==> config.mk <==
export PLATFORM = sky130hd
export DESIGN_NAME = logic_alu_arbiter
export DESIGN_NICKNAME = d
export VERILOG_FILES = /design/src/rtl/logic_alu_arbiter.sv
export SDC_FILE = /design/constraint.sdc
export NUM_CORES = 1
export LEC_CHECK = 0
export BUFFER_PORTS_ARGS = -buffer_cell sky130_fd_sc_hd__buf_2
export CAP_MARGIN = 30
export CORE_AREA = 10 10 105 70
export CTS_CLUSTER_DIAMETER = 150
export DETAILED_ROUTE_END_ITERATION = 7
export DIE_AREA = 0 0 115 80
export GPL_ROUTABILITY_DRIVEN = 0
export PLACE_DENSITY = 0.77
export SLEW_MARGIN = 40
export SYNTH_ARGS = -nofsm -noshare
export SYNTH_HDL_FRONTEND = slang
export SYNTH_SLANG_ARGS = --single-unit
==> constraint.sdc <==
create_clock -name clk -period 1.9 [get_ports clk]
set_input_delay 0.38 -clock clk [delete_from_list [all_inputs] [get_ports clk]]
set_output_delay 0.38 -clock clk [all_outputs]
set_load 0.02 [all_outputs]
==> src/rtl/logic_alu_arbiter.sv <==
// Two-requester round-robin front end for one 8-bit logic unit (AND/OR/XOR/NOT/MUX/DMUX).
// Latency: 2 cycles from accept to rsp_valid; holds RESP under backpressure; ready is combinational.
module logic_alu_arbiter #(
  parameter logic RR_INIT = 1'b0
) (
  input  logic       clk,
  input  logic       rst,
  input  logic       req0_valid,
  output logic       req0_ready,
  input  logic [7:0] req0_a,
  input  logic [7:0] req0_b,
  input  logic [2:0] req0_op,
  input  logic       req1_valid,
  output logic       req1_ready,
  input  logic [7:0] req1_a,
  input  logic [7:0] req1_b,
  input  logic [2:0] req1_op,
  output logic       rsp_valid,
  input  logic       rsp_ready,
  output logic [7:0] rsp_data,
  output logic       rsp_id,
  output logic       rsp_err,
  output logic [7:0] done_cnt0,
  output logic [7:0] done_cnt1,
  output logic       busy
);

  typedef enum logic [1:0] {
    S_IDLE = 2'd0,
    S_EXEC = 2'd1,
    S_RESP = 2'd2
  } state_t;

  state_t     r_state;
  state_t     w_next;
  logic       r_prio;
  logic       w_gnt0;
  logic       w_gnt1;
  logic       w_accept;
  logic       w_rsp_done;

  logic [7:0] r_a;
  logic [7:0] r_b;
  logic [2:0] r_op;
  logic       r_id;

  logic [7:0] w_alu_data;
  logic       w_alu_err;

  logic       r_rsp_valid;
  logic [7:0] r_rsp_data;
  logic       r_rsp_id;
  logic       r_rsp_err;
  logic [7:0] r_cnt0;
  logic [7:0] r_cnt1;
  logic       r_busy;

  // Contention goes to the priority holder; a lone requester always wins.
  always_comb begin
    w_gnt0 = 1'b0;
    w_gnt1 = 1'b0;
    if (req0_valid && req1_valid) begin
      w_gnt0 = ~r_prio;
      w_gnt1 = r_prio;
    end else begin
      w_gnt0 = req0_valid;
      w_gnt1 = req1_valid;
    end
  end

  assign w_accept   = (r_state == S_IDLE) && (req0_valid || req1_valid);
  assign w_rsp_done = (r_state == S_RESP) && rsp_ready;
  assign req0_ready = (r_state == S_IDLE) && w_gnt0;
  assign req1_ready = (r_state == S_IDLE) && w_gnt1;

  always_ff @(posedge clk) begin
    if (rst) begin
      r_state <= S_IDLE;
    end else begin
      r_state <= w_next;
    end
  end

  always_comb begin
    w_next = r_state;
    case (r_state)
      S_IDLE: begin
        if (w_accept) begin
          w_next = S_EXEC;
        end
      end
      S_EXEC: begin
        w_next = S_RESP;
      end
      S_RESP: begin
        if (rsp_ready) begin
          w_next = S_IDLE;
        end
      end
      default: begin
        w_next = S_IDLE;
      end
    endcase
  end

  // Operands are frozen from accept until the block returns to IDLE.
  always_ff @(posedge clk) begin
    if (rst) begin
      r_a    <= 8'h00;
      r_b    <= 8'h00;
      r_op   <= 3'b000;
      r_id   <= 1'b0;
      r_prio <= RR_INIT;
    end else if (w_accept) begin
      r_a    <= w_gnt1 ? req1_a  : req0_a;
      r_b    <= w_gnt1 ? req1_b  : req0_b;
      r_op   <= w_gnt1 ? req1_op : req0_op;
      r_id   <= w_gnt1;
      r_prio <= ~w_gnt1;
    end
  end

  always_comb begin
    w_alu_data = 8'h00;
    w_alu_err  = 1'b0;
    case (r_op)
      3'b000: w_alu_data = r_a & r_b;
      3'b001: w_alu_data = r_a | r_b;
      3'b010: w_alu_data = r_a ^ r_b;
      3'b011: w_alu_data = ~r_a;
      3'b100: w_alu_data = {7'b0, r_a[r_b[2:0]]};
      3'b101: w_alu_data = {7'b0, r_a[0]} << r_b[2:0];
      default: begin
        w_alu_data = 8'h00;
        w_alu_err  = 1'b1;
      end
    endcase
  end

  always_ff @(posedge clk) begin
    if (rst) begin
      r_rsp_valid <= 1'b0;
      r_rsp_data  <= 8'h00;
      r_rsp_id    <= 1'b0;
      r_rsp_err   <= 1'b0;
    end else if (r_state == S_EXEC) begin
      r_rsp_valid <= 1'b1;
      r_rsp_data  <= w_alu_data;
      r_rsp_id    <= r_id;
      r_rsp_err   <= w_alu_err;
    end else if (w_rsp_done) begin
      r_rsp_valid <= 1'b0;
    end
  end

  always_ff @(posedge clk) begin
    if (rst) begin
      r_cnt0 <= 8'h00;
      r_cnt1 <= 8'h00;
      r_busy <= 1'b0;
    end else begin
      r_busy <= (w_next != S_IDLE);
      if (w_rsp_done) begin
        if (r_rsp_id) begin
          r_cnt1 <= r_cnt1 + 8'd1;
        end else begin
          r_cnt0 <= r_cnt0 + 8'd1;
        end
      end
    end
  end

  assign rsp_valid = r_rsp_valid;
  assign rsp_data  = r_rsp_data;
  assign rsp_id    = r_rsp_id;
  assign rsp_err   = r_rsp_err;
  assign done_cnt0 = r_cnt0;
  assign done_cnt1 = r_cnt1;
  assign busy      = r_busy;

endmodule

==> results.md <==
- Status: completed
- Largest net degree at the start of global routing: 44
- Commonest non-fill, non-tap cell in the layout: buf_2
- Worst clock skew: 0.0130 ns
- Die Y: 80 um
- Vias in the first global route: 2285
- Seq/Total Area, Yosys: 0.388
- Synth Register Bits: 51
- First DRT Iteration DRCs: 219
- First-pass GRT wire length: 11.5 mm
- Die Footprint: 9200 um2
- Setup WS post-layout: 0.178 ns
- CTS max path bufs: 2
- Starting Density: 0.487
- RSZ-0062 raised after global routing: no
- Synth warnings: 0
- Clock Sinks: 51
- Fmax: 581 MHz
- Detail Route Antenna Nets: 0
- Setup TNS: 0 ns
- Share of layout cells above drive strength 1: 0.282
- Antenna diode count: 0
- Die width: 115 um
- Synthesis-to-layout area growth: 22.1%
- TritonCTS clock tree: yes
- Final Cell Area: 3220 um2
- CP Data Required Time: 1.52 ns
- Tot GR Track Use: 0.151
- IO Count: 73
- Number of flops mapped to enable cells by yosys: 0
- Worst setup EP type: output pin
- Final Cycle Share: 0.906
- Fin. Hold Viols: 0
- Combinational power share: 0.186
- TritonRoute pass-1 iters: 5
- Predominant post-synthesis flop cell: dfxtp_1
- Fin nets: 423
- Setup violations, final: 0
- DRC viols: 0
- Remaining global-route overflow: 0
- H-tree Lvls: 2
- Post-synth cell types: 42
- Least-Margin Pin Slew: 0.572 ns
- Placeable Area: 5410 um2
- WP data arrival: 1.34 ns
- Clock root cell: clkbuf_8
- FFs w/ async S/R, synth: 0
- Clk pwr share: 0.343
- CTS Hold Bufs: 0
- Initial antenna violation count: 0
- Final WL: 7.04 mm
- Critical Path Start Type: flop
- Int Pwr: 1880 uW
- Share of power burned in registers: 0.471
- Hold Crit Class: in -> reg
- IO buf count: 72
- Fin util: 0.594
- Slew Viols, Final: 0
- Post-DR vias/cell: 5.62
- Worst slew margin: 0.618
- Dpl hpwl: 5.56 mm
- Vias: 2424
- Crit Path Class: reg -> out
- Syn avg cell area: 9.11 um2
- Syn Nets: 351
- Post-synthesis cell count: 289
- Most frequent cells in the layout: buf_2, dfxtp_1, nor2_1, inv_1
- CTS Buf Count: 5
- Crit path max fanout: 8
- Worst-Skew Late Latency: 0.30 ns
- Count of max-cap constraint violations: 0
- Pwr/cell area: 801 nW/um2
- Worst VDD drop: 0.000484 V
- Placed Area: 3080 um2
- DP Worst Slack: 0.0984 ns
- Leak pwr: 0.00144 uW
- Drt wl/cell: 16.3 um
- Fin crit period: 1.72 ns
- FP Rows: 21
- Syn Std Cell Area: 2630 um2
- Switching share of power: 0.271
- CTS clk-pin slew, worst paths: 0.10 ns
- NetSw: 699 uW
cells in the mapped netlist (all sizes together), types with 2 or more instances:
| cell type | instances | area, um2 |
|---|---|---|
| dfxtp | 51 | 1020 |
| nor2 | 43 | 161 |
| inv | 20 | 75.1 |
| a222oi | 19 | 190 |
| ha | 19 | 238 |
| nand2 | 17 | 63.8 |
| clkbuf | 14 | 52.6 |
| a21oi | 12 | 60.1 |
| nor3 | 9 | 45.0 |
| a211oi | 8 | 65.1 |
| xor2 | 8 | 70.1 |
| buf | 5 | 42.5 |
| nand4 | 5 | 31.3 |
| nor2b | 5 | 31.3 |
| xnor2 | 5 | 43.8 |
| and3 | 4 | 25.0 |
| mux2i | 4 | 40.0 |
| mux4 | 4 | 93.8 |
| nand4b | 4 | 35.0 |
| nand2b | 3 | 18.8 |
| o21ai | 3 | 15.0 |
| o31ai | 3 | 22.5 |
| a211o | 2 | 17.5 |
| a22oi | 2 | 15.0 |
| mux2 | 2 | 22.5 |
| nand3 | 2 | 10.0 |
| nor4 | 2 | 12.5 |
| o22ai | 2 | 12.5 |
| o32ai | 2 | 17.5 |
| or2b | 2 | 17.5 |
| or3 | 2 | 12.5 |
metal layers:
metal	wire length [um]	GRT usage
met5	0	0
met4	14	0.0234
met3	758	0.0571
met2	2580	0.184
met1	3690	0.236
sequential cells by signal, summed over array words and instances, names as in the netlist:
register,flops
busy,1
done_cnt0,8
done_cnt1,8
r_a,8
r_b,8
r_id,1
r_op,3
r_prio,1
r_state,2
rsp_data,8
rsp_err,1
rsp_id,1
rsp_valid,1
cell type report:
cell class / count / area [um2]
fill: 473 / 2200
clock buffer: 5 / 68.8
multi-input combinational: 199 / 1450
tap: 69 / 86.3
clock inverter: 3 / 67.6
timing repair buffer: 84 / 450
inverter: 20 / 75.1
sequential: 51 / 1020
power by group through the flow:
| stage | logic (uW) | clock network, uW | registers, uW |
|---|---|---|---|
| 6_report | 478 | 885 | 1210 |
| 5_1_grt | 537 | 948 | 1220 |
| 4_1_cts | 475 | 899 | 1210 |
| 3_5_place_dp | 470 | 0 | 1230 |
| 3_3_place_gp | 463 | 0 | 1230 |
| 2_1_floorplan | 321 | 0 | 1210 |
worst max-delay path, cell delays in order (launching register included):
cell     delay (ns)
dfxtp_1        0.41
nor2_2         0.22
and3_1         0.23
buf_2          0.18
cell families after synthesis:
logic type / share of synthesized area
multiplexers: 0.0594
AO/OA/AOI/OAI: 0.168
AND/OR/NAND/NOR: 0.187
adder cells (fa/ha/maj): 0.0903
buffers and inverters: 0.0646
XOR/XNOR: 0.0432
flip-flops: 0.388
metrics by stage:
stage | total power [uW] | std cells | hold WS [ns]
after global routing | 2710 | 431 | 0.341
after CTS | 2580 | 431 | 0.331
after global placement | 1700 | 423 | 0.442
after detailed placement | 1710 | 423 | 0.450
final | 2580 | 431 | 0.340
after floorplan | 1530 | 289 | 0.432
worst paths after layout:
kind	slack, ns	cells past startpoint	startpoint	endpoint
max	0.18	3	r_state[0]	req1_ready
min	0.34	3	req1_op[0]	r_op[0]
max reg2reg	0.22	4	r_op[0]	rsp_data[0]
min reg2reg	0.46	2	rsp_data[1]	rsp_data[1]
repair_timing:
| item | CTS | global route |
|---|---|---|
| endpoints found under the hold margin | 0 | 0 |
| setup buffers | 0 | 0 |
| endpoints found under the setup margin | 0 | 2 |
| resized for setup | 0 | 2 |
(Power assumes the default switching activity.)
